## src/rtl/regfile_dump_load.sv

```systemverilog
// Sequencer on the external side of a register file: streams the register set out
// as (addr, data) beats in dump mode, or writes it from incoming beats in load mode.
module regfile_dump_load #(
  parameter int unsigned FIRST_REG       = 0,
  parameter int unsigned LAST_REG        = 31,
  parameter int unsigned SKIP_ZERO_WRITE = 1
) (
  input  logic        clk,
  input  logic        reset_n,
  input  logic        start,
  input  logic        mode,
  output logic        busy,
  output logic        done,
  output logic [4:0]  rf_addr_a,
  input  logic [31:0] rf_data_a,
  output logic [4:0]  rf_addr_in,
  output logic [31:0] rf_data_in,
  output logic        rf_write,
  output logic        out_valid,
  input  logic        out_ready,
  output logic [4:0]  out_addr,
  output logic [31:0] out_data,
  input  logic        in_valid,
  output logic        in_ready,
  input  logic [31:0] in_data
);

  localparam int unsigned IDX_W  = 5;
  localparam int unsigned DATA_W = 32;
  localparam logic [IDX_W-1:0] FIRST_IDX = IDX_W'(FIRST_REG);
  localparam logic [IDX_W-1:0] LAST_IDX  = IDX_W'(LAST_REG);

  typedef enum logic [1:0] {
    S_IDLE = 2'd0,
    S_DUMP = 2'd1,
    S_LOAD = 2'd2,
    S_DONE = 2'd3
  } state_t;

  state_t             r_state;
  logic [IDX_W-1:0]   r_idx;
  logic               r_last_issued;
  logic               r_busy;
  logic               r_done;
  logic               r_out_valid;
  logic [IDX_W-1:0]   r_out_addr;
  logic [DATA_W-1:0]  r_out_data;

  logic w_capture;
  logic w_final_acc;
  logic w_in_acc;
  logic w_skip_write;

  // A new dump beat is captured whenever the output slot is empty or being drained.
  assign w_capture    = (r_state == S_DUMP) && !r_last_issued && (!r_out_valid || out_ready);
  assign w_final_acc  = (r_state == S_DUMP) && r_last_issued && r_out_valid && out_ready;
  assign w_in_acc     = (r_state == S_LOAD) && in_valid;
  assign w_skip_write = (SKIP_ZERO_WRITE != 0) && (r_idx == '0);

  assign busy       = r_busy;
  assign done       = r_done;
  assign rf_addr_a  = r_idx;
  assign rf_addr_in = r_idx;
  assign rf_data_in = in_data;
  assign in_ready   = (r_state == S_LOAD);
  assign rf_write   = w_in_acc && !w_skip_write;
  assign out_valid  = r_out_valid;
  assign out_addr   = r_out_addr;
  assign out_data   = r_out_data;

  // Sequencer state, index walk and registered beat/status outputs.
  always_ff @(posedge clk or negedge reset_n) begin
    if (!reset_n) begin
      r_state       <= S_IDLE;
      r_idx         <= FIRST_IDX;
      r_last_issued <= 1'b0;
      r_busy        <= 1'b0;
      r_done        <= 1'b0;
      r_out_valid   <= 1'b0;
      r_out_addr    <= '0;
      r_out_data    <= '0;
    end else begin
      case (r_state)
        S_IDLE: begin
          if (start) begin
            r_idx         <= FIRST_IDX;
            r_last_issued <= 1'b0;
            r_busy        <= 1'b1;
            r_state       <= mode ? S_LOAD : S_DUMP;
          end
        end
        S_DUMP: begin
          if (w_final_acc) begin
            r_out_valid <= 1'b0;
            r_out_addr  <= '0;
            r_out_data  <= '0;
            r_busy      <= 1'b0;
            r_done      <= 1'b1;
            r_state     <= S_DONE;
          end else if (w_capture) begin
            r_out_data  <= rf_data_a;
            r_out_addr  <= r_idx;
            r_out_valid <= 1'b1;
            // Hold the index at the last register instead of wrapping.
            if (r_idx == LAST_IDX) begin
              r_last_issued <= 1'b1;
            end else begin
              r_idx <= r_idx + IDX_W'(1);
            end
          end
        end
        S_LOAD: begin
          if (w_in_acc) begin
            if (r_idx == LAST_IDX) begin
              r_busy  <= 1'b0;
              r_done  <= 1'b1;
              r_state <= S_DONE;
            end else begin
              r_idx <= r_idx + IDX_W'(1);
            end
          end
        end
        S_DONE: begin
          r_done  <= 1'b0;
          r_state <= S_IDLE;
        end
        default: begin
          r_state <= S_IDLE;
        end
      endcase
    end
  end

endmodule

```

## config.mk

```make
export PLATFORM = sky130hd
export DESIGN_NAME = regfile_dump_load
export DESIGN_NICKNAME = d
export VERILOG_FILES = /design/src/rtl/regfile_dump_load.sv
export SDC_FILE = /design/constraint.sdc
export NUM_CORES = 1
export LEC_CHECK = 0
export BUFFER_PORTS_ARGS = -buffer_cell sky130_fd_sc_hd__buf_2
export CAP_MARGIN = 20
export CELL_PAD_IN_SITES_DETAIL_PLACEMENT = 2
export CELL_PAD_IN_SITES_GLOBAL_PLACEMENT = 2
export CORE_MARGIN = 2
export CORE_UTILIZATION = 22
export DETAILED_ROUTE_END_ITERATION = 8
export PLACE_DENSITY = 0.88
export SYNTH_ARGS = -nofsm -noshare
export SYNTH_HDL_FRONTEND = slang
export SYNTH_SLANG_ARGS = --single-unit
```

## constraint.sdc

```tcl
create_clock -name clk -period 2 [get_ports clk]
set_input_delay 0.4 -clock clk [delete_from_list [all_inputs] [get_ports clk]]
set_output_delay 0.4 -clock clk [all_outputs]
set_load 0.005 [all_outputs]
```

==> results of run 1 <==
stage by stage:
step	power (mW)	cells	instance area, sq um
after detailed placement	3.89	401	2810
final	4.55	409	2940
after global routing	4.94	409	2940
after global placement	3.77	401	2810
after floorplan	3.00	207	2400
after CTS	4.63	409	2930
power by group through the flow:
stage | logic [mW] | clock network [mW] | registers (mW)
4_1_cts | 2.23 | 0.744 | 1.66
2_1_floorplan | 1.30 | 0 | 1.70
5_1_grt | 2.46 | 0.784 | 1.70
6_report | 2.19 | 0.708 | 1.65
3_5_place_dp | 2.22 | 0 | 1.67
3_3_place_gp | 2.13 | 0 | 1.64
routing by layer:
layer | track usage | share of wire
met1 | 0.130 | 0.43
met2 | 0.190 | 0.49
met3 | 0.0259 | 0.077
met4 | 0.0247 | 0.0082
met5 | 0 | 0
synth_stat cells:
cell	instances	area share
o21ai_2	2	0.0073
a22o_1	34	0.12
buf_6	1	0.0047
buf_2	8	0.017
nor2_2	1	0.0026
a32oi_1	4	0.015
nor2b_2	1	0.0036
inv_1	6	0.0094
nor2_1	3	0.0047
buf_4	38	0.12
a31oi_1	1	0.0026
nor2b_1	7	0.018
o41ai_1	1	0.0036
and2b_4	1	0.0042
a32o_1	2	0.0083
a21o_1	1	0.0031
mux2i_1	6	0.025
ha_1	9	0.047
nand2_1	7	0.011
nand3_1	4	0.0083
o31ai_1	2	0.0062
clkbuf_1	1	0.0016
dfrtp_1	48	0.50
nand2b_1	2	0.0052
a21oi_1	2	0.0042
and3_1	1	0.0026
a2111oi_4	1	0.011
and2_1	1	0.0026
nand4_1	1	0.0026
o21ai_0	7	0.015
a22oi_1	4	0.012
what timing repair did:
item,in CTS,in global routing
resized for setup,0,5
setup endpoints to repair,0,12
endpoints found under the hold margin,0,0
area by class of cell:
cell class              instances  area (sq um)
clock inverters                 3          46.3
clock buffers                   5          68.8
multi-input cells             105           855
repair buffers                102           568
inverters                       6          22.5
fillers                      1215          7810
well taps                     140           175
flip-flops and latches         48          1200
path summary, 6_finish.rpt:
path                                      to     startpoint  slack [ns]  cells after the start
worst max-delay path            rf_addr_a[2]   rf_addr_a[0]        0.09                      7
worst min-delay path            out_data[25]        reset_n        0.08                      2
worst max register to register  rf_addr_a[2]   rf_addr_a[0]        0.09                      7
worst min register to register  out_data[15]   out_data[15]        0.50                      1
max in group asynchronous       out_data[12]        reset_n        1.70                      2
min in group clk                out_data[27]  rf_data_a[27]        0.32                      2
flip-flops by register name (all words and copies together), names as in the netlist:
signal / count
out_data: 32
out_addr: 5
rf_addr_a: 5
r_state: 2
busy: 1
done: 1
out_valid: 1
r_last_issued: 1
cells by family after synthesis:
family | after synthesis | share of synthesized area
AOI/OAI and AO/OA | 61 | 0.212
buffers and inverters | 54 | 0.151
DFF | 48 | 0.499
muxes | 6 | 0.0250
and+or+nand+nor | 29 | 0.0656
adders and majority gates | 9 | 0.0468
==> results.json, run 1 <==
{
  "synth-warning-count": 0,
  "syn_inst": 207,
  "p_switching_mw": 1.69,
  "htree_levels": 2,
  "setup_ws_ns": 0.0852,
  "final.setup_skew_ns": 0.0144,
  "path_max_fanout": 3,
  "critPathLaunchType": "flop",
  "ys_ff_latch": 48,
  "worst_path_most_repeated_cell": "ha_2",
  "finalSetupViolations": 0,
  "mostFrequentLayoutCell": "buf_2",
  "p_comb_frac": 0.482,
  "worstHoldPathType": "input pin to asynchronous set/reset pin",
  "cts.clk_slew.worst_paths_ns": 0.10,
  "grt_max_degree": 49,
  "viasPerCell": 4.52,
  "holdBufCountCts": 0,
  "fin_crit_ns": 1.91,
  "antenna_left": 0,
  "status": "finished clean",
  "rsz0062_at_grt": "false",
  "p_sw_frac": 0.371,
  "nNetsFinal": 347,
  "critPathSlowestCell": "dfrtp_1",
  "drt_iter0_markers": 90,
  "layout-drive-gt1-share": 0.454,
  "vias": 1849,
  "ir_worst_vdd_v": 0.000311,
  "p_per_area_nw_per_um2": 1550,
  "final_core_util": 0.273,
  "worst-path-buf-inv": 1,
  "drv_cap": 0,
  "cts_tree": "done",
  "cts_setup_buffers": 0,
  "dieWidth_microns": 109,
  "p_int_mw": 2.86,
  "required_ns": 2.19,
  "diodes": 0,
  "die-area_sq_um": 11800,
  "seqPwrFrac": 0.363,
  "syn_avg_cell_area_sq_um": 11.6,
  "clockBufferDepth": 2,
  "syn_area_sq_um": 2400,
  "drc": 0,
  "final_cell_mix": "89 x buf_2, 48 x dfrtp_1, 34 x a22o_1, 11 x buf_4",
  "clock-sinks": 48,
  "grtUsageTotal": 0.107,
  "start_util": 0.224,
  "final-hold-violation-count": 0,
  "drv_slew": 0,
  "cts-buffers-inserted": 5,
  "synth_fp_nets": 286,
  "grt_pass1_vias": 1974,
  "pwr-share-clk": 0.155,
  "path_class": "flop to flop",
  "whs_ns": 0.0817,
  "endpoint_kind": "flop",
  "ys_seq_area_frac": 0.499,
  "worstMarginPinSlew_ns": 0.445,
  "clockRootBuffer": "clkbuf_8",
  "grt_pass1_wl_microns": 10100,
  "std_cell_rows": 38,
  "hpwlAfterDp_microns": 5020,
  "io_buffers": 89,
  "grt_overflow": 0,
  "path_delay_family": "compound AO/OA/AOI/OAI gates",
  "ios": 154,
  "relSlewSlack": 0.703,
  "setup_tns_ns": 0,
  "critPathArrivalTime_ns": 2.10,
  "routedWlPerCell_microns": 15.8,
  "period_share": 0.957,
  "worstSkewPairLatency_ns": 0.30,
  "gp_congestion": 0.736,
  "cp_cell_sequence": "ha_2, and3_1, ha_2, a2111oi_4, buf_4, nand3_1, a32o_1",
  "wl_microns": 6470,
  "first_pass_iters": 3,
  "dieHeight_microns": 109,
  "cp_slowest_stage_delay_ns": 0.40,
  "antenna_found_initial": 0,
  "power_leakage_nw": 1.50,
  "fmax_mhz": 522,
  "core_sq_um": 10700,
  "synth.distinct_cells": 31,
  "dpl_worst_slack_ns": 0.0257,
  "syn_to_final_growth_pct": 22.1
}
(Power assumes the default switching activity.)
==> inputs of run 2 (changes only) <==
Settings changed: BUFFER_PORTS_ARGS -buffer_cell sky130_fd_sc_hd__buf_2 to -buffer_cell sky130_fd_sc_hd__buf_4.
==> run 2 against run 1 <==
  * Via count up 0.97%
  * Final area increased by 7.0%
  * Clock skew rose by 0.0048 ns
  * Clock-buffer cell count is the same
  * Die area unchanged
  * Hold slack improved by 0.030 ns
  * Clock power is 14% lower
  * Largest cell class unchanged
  * Largest power group unchanged
  * Highest routed layer unchanged
==> results.json, run 2 (synthesized netlist as in run 1, its figures left out) <==
{
  "vias": 1867,
  "p_per_area_nw_per_um2": 1520,
  "clockRootBuffer": "clkbuf_8",
  "antenna_left": 0,
  "viasPerCell": 4.55,
  "relSlewSlack": 0.586,
  "worstHoldPathType": "input pin to asynchronous set/reset pin",
  "grt_pass1_vias": 2009,
  "cp_cell_sequence": "ha_2, and3_4, ha_4, a2111oi_4, buf_4, nand3_1, a32o_1",
  "syn_to_final_growth_pct": 30.7,
  "gp_congestion": 0.735,
  "ios": 154,
  "status": "finished clean",
  "cts-buffers-inserted": 5,
  "first_pass_iters": 4,
  "wl_microns": 6910,
  "diodes": 0,
  "numPlacedInstances": 400,
  "r2r_setup_slack_ns": 0.08,
  "io_buffers": 89,
  "worstRegToRegCells": 7,
  "final.setup_skew_ns": 0.0192,
  "drv_cap": 0,
  "path_max_fanout": 3,
  "final_core_util": 0.293,
  "stdcell_count": 410,
  "antenna_found_initial": 0,
  "path_delay_family": "compound AO/OA/AOI/OAI gates",
  "layout-drive-gt1-share": 0.467,
  "endpoint_kind": "flop",
  "path_class": "flop to flop",
  "grt_overflow": 0,
  "worst-path-buf-inv": 1,
  "cp-startpoint": "rf_addr_a[1]",
  "std_cell_rows": 38,
  "die-area_sq_um": 11800,
  "drt_iter0_markers": 81,
  "r2r-end": "rf_addr_a[3]",
  "critPathArrivalTime_ns": 2.12,
  "period_share": 0.960,
  "start_util": 0.224,
  "endpoint": "rf_addr_a[3]",
  "ir_worst_vdd_v": 0.000350,
  "cts.clk_slew.worst_paths_ns": 0.10,
  "power_leakage_nw": 1.54,
  "worstSkewPairLatency_ns": 0.30,
  "drc": 0,
  "htree_levels": 2,
  "grtUsageTotal": 0.115,
  "dieWidth_microns": 109,
  "finalSetupViolations": 0,
  "grt_max_degree": 49,
  "grt_pass1_wl_microns": 10700,
  "drv_slew": 0,
  "final_cell_mix": "103 x buf_4, 48 x dfrtp_1, 34 x a22o_1, 7 x nand2_1, 7 x o21ai_0",
  "dieHeight_microns": 109,
  "cp_slowest_stage_delay_ns": 0.40,
  "final-hold-violation-count": 0,
  "r2r-start": "rf_addr_a[1]",
  "cts_tree": "done",
  "routedWlPerCell_microns": 16.9,
  "core_sq_um": 10700,
  "fmax_mhz": 521,
  "hpwlAfterDp_microns": 5180,
  "finalPower_mw": 4.78,
  "critPathLaunchType": "flop",
  "largest_reg_flops": 32,
  "nNetsFinal": 348,
  "clockBufferDepth": 2,
  "fin_crit_ns": 1.92,
  "critPathSlowestCell": "dfrtp_1",
  "design_area_sq_um": 3140,
  "worstMarginPinSlew_ns": 0.622,
  "mostFrequentLayoutCell": "buf_4",
  "path_depth": 7,
  "post_dp_cell_area_sq_um": 3000,
  "required_ns": 2.20,
  "clock-sinks": 48
}
run 2: cell type report:
class / count / area, sq um
Multi-Input combinational cell: 105 / 878
Timing Repair Buffer: 103 / 773
Clock inverter: 3 / 23.8
Inverter: 6 / 22.5
Sequential cell: 48 / 1200
Fill cell: 1201 / 7600
Clock buffer: 5 / 68.8
Tap cell: 140 / 175
run 2: per-stage QoR:
stage | TNS (ns) | hold slack (ns) | worst slack (ns)
6_report | 0 | 0.112 | 0.0799
5_1_grt | -0.0178 | 0.153 | -0.00808
4_1_cts | 0 | 0.120 | 0.00909
3_5_place_dp | -0.0322 | 0.468 | -0.0295
3_3_place_gp | 0 | 0.454 | 0.148
2_1_floorplan | 0 | 0.104 | 0.107
run 2: per-layer routing:
metal,track usage,wire [microns],up-vias
met3,0.0313,570,16
met1,0.144,2970,938
met2,0.198,3320,78
met4,0.0266,55,0
met5,0,0,-
li1,-,-,835
run 2: worst reg2reg max path: cells and delay by family, from the launching register on:
family / cells / cell delay, ns
AOI/OAI and AO/OA: 2 / 0.61
adders and majority gates: 2 / 0.37
buffers and inverters: 1 / 0.19
DFF: 1 / 0.40
and+or+nand+nor: 2 / 0.25
run 2: worst min-delay path by stage:
stage	startpoint	to	slack, ns	depth (start not counted)
CTS	reset_n	out_data[8]	0.12	1
finish	reset_n	out_data[9]	0.11	1
global route	reset_n	out_data[9]	0.15	1
floorplan	reset_n	busy	0.10	0
detailed placement	reset_n	out_data[8]	0.47	1
global placement	reset_n	out_data[5]	0.45	1
run 2: what timing repair did:
| item | 4_1_cts | 5_1_grt |
|---|---|---|
| setup buffers | 0 | 2 |
| endpoints found under the setup margin | 2 | 28 |
| resized for setup | 1 | 9 |
| pin swaps | 0 | 3 |
| hold buffers | 0 | 0 |
run 2: where the power goes:
| group | leakage (nW) | internal (mW) | switching, mW |
|---|---|---|---|
| Clock | 0.0404 | 0.249 | 0.363 |
| Combinational | 0.894 | 1.35 | 1.15 |
| Sequential | 0.604 | 1.39 | 0.277 |
